## src/rtl/mux_arb.sv

```systemverilog
// N-channel valid/ready multiplexer with fixed-select or round-robin arbitration
// feeding a single registered output beat.
module mux_arb #(
   parameter int N = 4,
   parameter int W = 8,
   localparam int SW = (N > 1) ? $clog2(N) : 1
) (
   input  logic            clk,
   input  logic            rst,
   input  logic [N*W-1:0]  in_data,
   input  logic [N-1:0]    in_valid,
   output logic [N-1:0]    in_ready,
   input  logic            mode,
   input  logic [SW-1:0]   sel,
   output logic [W-1:0]    out_data,
   output logic [SW-1:0]   out_chan,
   output logic            out_valid,
   input  logic            out_ready
);

   localparam logic [SW:0] N_L = (SW+1)'(N);

   logic [SW-1:0] ptr;
   logic          accept;
   logic          grant_valid;
   logic [SW-1:0] grant_idx;
   logic [SW:0]   scan;
   logic [SW-1:0] scan_idx;
   logic [W-1:0]  grant_data;

   assign accept = !out_valid || out_ready;

   // Mode 0 only matches channel indices below N, so an out-of-range sel never grants.
   always_comb begin
      grant_valid = 1'b0;
      grant_idx   = '0;
      scan        = '0;
      scan_idx    = '0;
      if (!mode) begin
         for (int k = 0; k < N; k++) begin
            if (!grant_valid && sel == SW'(k) && in_valid[k]) begin
               grant_valid = 1'b1;
               grant_idx   = SW'(k);
            end
         end
      end else begin
         for (int i = 0; i < N; i++) begin
            scan = {1'b0, ptr} + (SW+1)'(i);
            if (scan >= N_L) scan = scan - N_L;
            scan_idx = scan[SW-1:0];
            if (!grant_valid && in_valid[scan_idx]) begin
               grant_valid = 1'b1;
               grant_idx   = scan_idx;
            end
         end
      end
   end

   always_comb begin
      grant_data = '0;
      for (int k = 0; k < N; k++) begin
         if (grant_idx == SW'(k)) grant_data = in_data[k*W +: W];
      end
   end

   assign in_ready = (!rst && accept && grant_valid) ? (N'(1) << grant_idx) : '0;

   // A transfer overwrites the held beat directly, so drain and fill share one edge.
   always_ff @(posedge clk) begin
      if (rst) begin
         out_valid <= 1'b0;
         out_data  <= '0;
         out_chan  <= '0;
         ptr       <= '0;
      end else if (accept && grant_valid) begin
         out_valid <= 1'b1;
         out_data  <= grant_data;
         out_chan  <= grant_idx;
         if (mode) ptr <= (grant_idx == SW'(N-1)) ? '0 : grant_idx + 1'b1;
      end else if (out_ready) begin
         out_valid <= 1'b0;
      end
   end

endmodule

```

## config.mk

```make
export PLATFORM = sky130hd
export DESIGN_NAME = mux_arb
export DESIGN_NICKNAME = d
export VERILOG_FILES = /design/src/rtl/mux_arb.sv
export SDC_FILE = /design/constraint.sdc
export NUM_CORES = 1
export LEC_CHECK = 0
export CAP_MARGIN = 20
export CORE_MARGIN = 10
export CORE_UTILIZATION = 30
export DETAILED_ROUTE_END_ITERATION = 10
export GPL_TIMING_DRIVEN = 0
export SYNTH_ARGS = -nofsm -noshare
export SYNTH_HDL_FRONTEND = slang
export SYNTH_SLANG_ARGS = --single-unit
```

## constraint.sdc

```tcl
create_clock -name clk -period 3.4 [get_ports clk]
set_input_delay 0.85 -clock clk [delete_from_list [all_inputs] [get_ports clk]]
set_output_delay 0.85 -clock clk [all_outputs]
set_load 0.01 [all_outputs]
```

==> results of run 1 <==
layout by cell type (no fill, tap or decap), types with 3 or more instances in the layout:
cell type	instances
a221o_1	7
inv_1	8
nor3b_2	5
clkdlybuf4s50_1	44
buf_4	10
dfxtp_1	13
a22oi_1	8
dlygate4sd2_1	3
clkbuf_1	3
nor2b_1	3
mux2i_1	3
nor2_1	3
clkbuf_8	3
clkbuf_4	3
clkbuf_2	4
nand2b_1	3
a211oi_2	10
buf_2	3
a21oi_1	19
per-layer routing:
| layer | wire length (microns) | track usage | vias to the layer above |
|---|---|---|---|
| li1 | - | - | 578 |
| met1 | 1850 | 0.152 | 546 |
| met2 | 1700 | 0.192 | 55 |
| met3 | 394 | 0.0462 | 4 |
| met4 | 30 | 0.0269 | 0 |
| met5 | 0 | 0 | - |
report_power, final:
group,switching [W],internal [W],leakage (nW)
clock,0.0000467,0.0000455,0.0150
sequential,0.0000130,0.000172,0.108
combinational,0.000135,0.000170,0.606
logic make-up after synthesis:
logic type	after synthesis	share of synthesized area
AOI/OAI and AO/OA	53	0.406
adders and majority gates	4	0.0483
buffers and inverters	21	0.0845
DFF	13	0.251
muxes	6	0.0785
and+or+nand+nor	21	0.132
how the worst max path moves through the flow:
stage                 from     endpoint  depth (start not counted)  slack (ns)
5_1_grt             sel[1]  in_ready[1]                          9      -0.004
3_5_place_dp   in_valid[2]  in_ready[2]                          9       -1.38
2_1_floorplan  in_valid[2]  in_ready[2]                          7        0.11
6_report            sel[1]  in_ready[1]                          9        0.07
4_1_cts        in_valid[3]  in_ready[3]                          9        0.03
3_3_place_gp   in_valid[2]  in_ready[2]                          9       -1.33
tightest hold or removal path, stage by stage, from the launching register on:
cell and delay (ns):
dfxtp_1 0.31, a21oi_1 0.14, a211oi_2 0.06
state kept, by name, summed over array words and instances (netlist names):
| signal | cells |
|---|---|
| ptr | 2 |
| out_chan | 2 |
| out_data | 8 |
| out_valid | 1 |
final cells by class:
cell class              count  area, sq um  area share
well taps                  46         57.6      0.0317
repair buffers             65          593       0.326
clock buffers               4         26.3      0.0145
flip-flops and latches     13          260       0.143
inverters                  10         37.5      0.0207
multi-input cells          84          773       0.426
plain buffers               8         68.8      0.0379
timing repair:
| action | in CTS | in global routing |
|---|---|---|
| gates resized for setup | 51 | 11 |
| hold buffers | 0 | 0 |
| buffers inserted | 4 | 6 |
| setup endpoints to repair | 12 | 4 |
| pin swaps | 3 | 4 |
| hold endpoints to repair | 0 | 0 |
through the flow:
step / area, sq um / utilization / worst slack, ns / instances
floorplan: 1040 / - / 0.110 / 118
global placement: 1640 / 0.493 / -1.33 / 219
detailed placement: 1640 / 0.493 / -1.38 / 219
CTS: 1770 / 0.531 / 0.0321 / 224
global route: 1820 / 0.544 / -0.00418 / 230
finish: 1820 / 0.544 / 0.0710 / 230
==> results.yml, run 1 <==
run_status:
  outcome: "complete, no violations"
timing:
  fmax_mhz: 300
  worst_slew_pin_slew_ns: 0.587
  period_needed_ns: 3.33
  finalSetupViolCount: 0
  slew_viol_final: 0
  fin_setup_tns_ns: 0
  fin_crit_sh: 0.979
  fin_skew_ns: 0.000913
  max_slew_margin: 0.608
  whs_ns: 0.552
  hold_viol_final: 0
place:
  hpwl_microns: 3030
  gp_congestion: 0.784
  numPortBuffers: 55
clock_network:
  cts_root_buffer: "clkbuf_4"
  cts_buffers: 3
  clockBufferDepth: 2
  cts_tree: "done"
  clock_sinks: 13
  clock_latency_ns: 0.27
  htreeDepth: 1
  clkTransAtPathRegs_ns: 0.07
synthesis:
  avgSynthCellArea_sq_um: 8.78
  synth-seq-cells: 13
  yosysTopAreaCellShare: 0.251
  synth_nets: 164
  synthFlopType: "dfxtp_1"
  yosys-top-cells-area: "dfxtp_1 (25%), a211oi_2 (12%), a21oi_1 (9.2%)"
  async_flop_share: 0
  ys_types: 32
  synth.most_common_cell: "a21oi_1"
  synth_area_sq_um: 1040
  synth_edf_count: 0
  syn-instance-count: 118
  yosysSeqAreaShare: 0.251
  yosysTopAreaCell: "dfxtp_1"
  ys_top_cells_by_count: "a21oi_1 (19), dfxtp_1 (13), a211oi_2 (10), inv_1 (10), a22oi_1 (8)"
  yosysWarningCount: 0
drt:
  vias_per_cell: 5.14
  dr.pass1.iters: 4
  vias: 1183
  drc: 0
  drt_first_iter_violations: 38
  detail_route.wl_per_cell_microns: 17.3
  postRouteAntennaNets: 0
  totalWireLength_microns: 3970
finish:
  area_growth_pct: 75.4
  fin_nets: 231
  diodes: 0
  drive_above_1_share: 0.283
  fillers: 323
worst_setup_path:
  ff2ff_setup_slack_ns: 0.84
  critPathMaxFanout: 10
  path_common_cell: "nor3b_2"
  cp.required_ns: 2.55
  slowest_stage: "mux2i_2"
  crit_type: "input port to primary output"
  critPathLaunchType: "input port"
  cpLargestDelayFamily: "buffers and inverters"
  path_cells: "clkdlybuf4s15_1 -> mux2i_2 -> nor3b_2 -> a31oi_4 -> inv_2 -> ha_2 -> clkbuf_8 -> nor3b_2 -> buf_2"
  path_buf_inv: 4
  endpoint_kind: "primary output"
  r2r_end: "out_data[2]"
  critPathMaxStageDelay_ns: 0.27
  arrival_ns: 2.48
  r2r_cells: 10
  r2r_start: "ptr[1]"
pwr:
  p_leak_nw: 0.729
  total_power_w: 0.000582
  max-vdd-ir-drop_uv: 289
  p_per_area_nw_per_um2: 320
floorplan:
  num_io_pins: 57
  initial_utilization: 0.310
  die_w_microns: 78.8
  dieHeight_microns: 78.8
  die_area_sq_um: 6200
  num_rows: 21
  core_sq_um: 3340
global_routing:
  overflow: 0
  grt_antenna_before_repair: 0
  grt_pass1_vias: 1229
  grt.total_usage: 0.121
  grt_pass1_wl_microns: 6180
  grt_max_degree: 14
min_path:
  min_path_cells: 2
  min_from: "out_data[4]"
  holdCritPathClass: "flip-flop to flip-flop"
  min_to: "out_data[4]"
run:
  maxCapViolations: 0
Note: power is estimated with default switching activity, not from simulation.
==> run 2, diff against run 1 <==
Settings changed: PLACE_DENSITY set to 0.67, RECOVER_POWER set to 100.
==> run 2 against run 1 <==
Net effect:
- clock power up 2.3%
- sequential cell count unchanged
- sequential share of layout area up 0.62 points
- fmax down 1.1%
- worst setup slack worse by 0.038 ns
- global-route usage about the same
- total power down 5.1%
- first-iteration DRC count up 37%
==> results.yml, run 2 (synthesis gave the netlist of run 1 again) <==
worst_setup_path:
  critPathMaxStageDelay_ns: 0.25
  r2r_start: "ptr[1]"
  critPathMaxFanout: 10
  arrival_ns: 2.52
  path_buf_inv: 4
  cp.required_ns: 2.55
  slowest_stage: "clkdlybuf4s15_2"
  critPathLaunchType: "input port"
  worstSetupStartpoint: "in_valid[3]"
  crit_type: "input port to primary output"
  path_cells: "clkdlybuf4s15_2 -> nand2b_1 -> o22a_1 -> a31oi_4 -> inv_2 -> ha_4 -> clkbuf_4 -> nor3b_1 -> clkdlybuf4s15_2"
  cpLargestDelayFamily: "buffers and inverters"
  endpoint_kind: "primary output"
  path_common_cell: "clkdlybuf4s15_2"
pwr:
  p_leak_nw: 0.703
  max-vdd-ir-drop_uv: 197
  p_per_area_nw_per_um2: 317
finish:
  instances_no_fill: 224
  area_growth_pct: 68.1
  utilization: 0.522
  diodes: 0
  largest_reg_flops: 8
  layout_commonest_cell: "clkdlybuf4s50_1"
  regArea_sq_um: 260
  drive_above_1_share: 0.185
  fin_nets: 225
  top_register: "out_data"
  multi_input_area_sq_um: 738
  fillers: 338
  reg_top3: "out_data x8, out_chan x2, ptr x2"
  mostFrequentLayoutCells: "clkdlybuf4s50_1 (33), a21oi_1 (19), dfxtp_1 (13), dlygate4sd3_1 (11)"
global_routing:
  met2_usage: 0.223
  grt_antenna_before_repair: 0
  met3_usage: 0.0428
  grt_util_met1: 0.136
  grt_max_degree: 13
  grt.busiest_layer: "met2"
  overflow: 0
  grt_pass1_wl_microns: 6240
  grt.total_usage: 0.121
  grt_pass1_vias: 1309
floorplan:
  initial_utilization: 0.310
  num_io_pins: 57
  die_area_sq_um: 6200
  num_rows: 21
  die_w_microns: 78.8
  core_sq_um: 3340
  dieHeight_microns: 78.8
timing:
  finalSetupViolCount: 0
  hold_viol_final: 0
  slew_viol_final: 0
  fmax_mhz: 297
  fin_crit_sh: 0.990
  rsz0062_at_grt: "yes"
  fin_skew_ns: 0.000925
  period_needed_ns: 3.37
  max_slew_margin: 0.605
  worst_slew_pin_slew_ns: 0.592
clock_network:
  cts_root_buffer: "clkbuf_4"
  clkTransAtPathRegs_ns: 0.08
  cts.hold.buffers_added: 0
  cts_tree: "done"
  clock_latency_ns: 0.27
  clock_sinks: 13
  htreeDepth: 1
  cts_buffers: 3
  clockBufferDepth: 2
min_path:
  holdCritPathClass: "flip-flop to flip-flop"
  min_from: "out_data[5]"
drt:
  vias: 1174
  vias_per_cell: 5.24
  drt_first_iter_violations: 52
  postRouteAntennaNets: 0
  dr.pass1.iters: 4
  detail_route.wl_per_cell_microns: 17.2
  drc: 0
  totalWireLength_microns: 3850
place:
  numPortBuffers: 55
  hpwl_microns: 3080
  place_inst: 219
  gp_congestion: 0.801
run:
  maxCapViolations: 0
run_status:
  outcome: "complete, no violations"
[run 2: path summary, 6_finish.rpt]
path                            slack (ns)  cells past startpoint     endpoint
worst min-delay path                  0.52                      2  out_data[5]
worst max-delay path                  0.03                      9  in_ready[2]
worst min register to register        0.52                      2  out_data[5]
worst max register to register        1.00                      9  out_data[5]
[run 2: cell type report]
cell class	count	share of cell area
buffer	8	0.0302
clock buffer	4	0.0151
inverter	10	0.0216
multi-input combinational	84	0.424
sequential	13	0.149
tap	46	0.0330
timing repair buffer	59	0.327
[run 2: power breakdown]
| group | switching, W | internal, W | total [W] |
|---|---|---|---|
| clock network | 0.0000489 | 0.0000454 | 0.0000943 |
| registers | 0.0000128 | 0.000172 | 0.000185 |
| logic | 0.000126 | 0.000147 | 0.000273 |
[run 2: layer usage]
metal / up-vias / share of wire
li1: 568 / -
met1: 557 / 0.41
met2: 47 / 0.49
met3: 2 / 0.094
met4: 0 / 0.0031
met5: - / 0
[run 2: through the flow]
stage / hold WS (ns) / cell area (sq um) / power, W / TNS [ns] / worst slack (ns)
2_1_floorplan: 0.515 / 1040 / 0.000333 / 0 / 0.110
3_3_place_gp: 0.542 / 1640 / 0.000453 / -5.32 / -1.20
3_5_place_dp: 0.551 / 1640 / 0.000461 / -6.59 / -1.32
4_1_cts: 0.561 / 1770 / 0.000575 / 0 / 0.00573
5_1_grt: 0.553 / 1740 / 0.000591 / -0.0818 / -0.0541
6_report: 0.523 / 1740 / 0.000552 / 0 / 0.0327
[run 2: worst register-to-register path: stages (launching register included)]
cell      delay (ns)
dfxtp_1         0.45
mux2i_1         0.27
o21a_1          0.18
a31oi_4         0.12
ha_1            0.23
nor2b_1         0.13
clkbuf_1        0.20
a221o_1         0.34
a22oi_1         0.22
a211oi_1        0.11
[run 2: timing repair]
item                                    4_1_cts  5_1_grt
pin swaps                                     5        0
gates resized for setup                      49        7
setup buffers                                 4        0
gates cloned                                  0        0
endpoints found under the setup margin        8        3
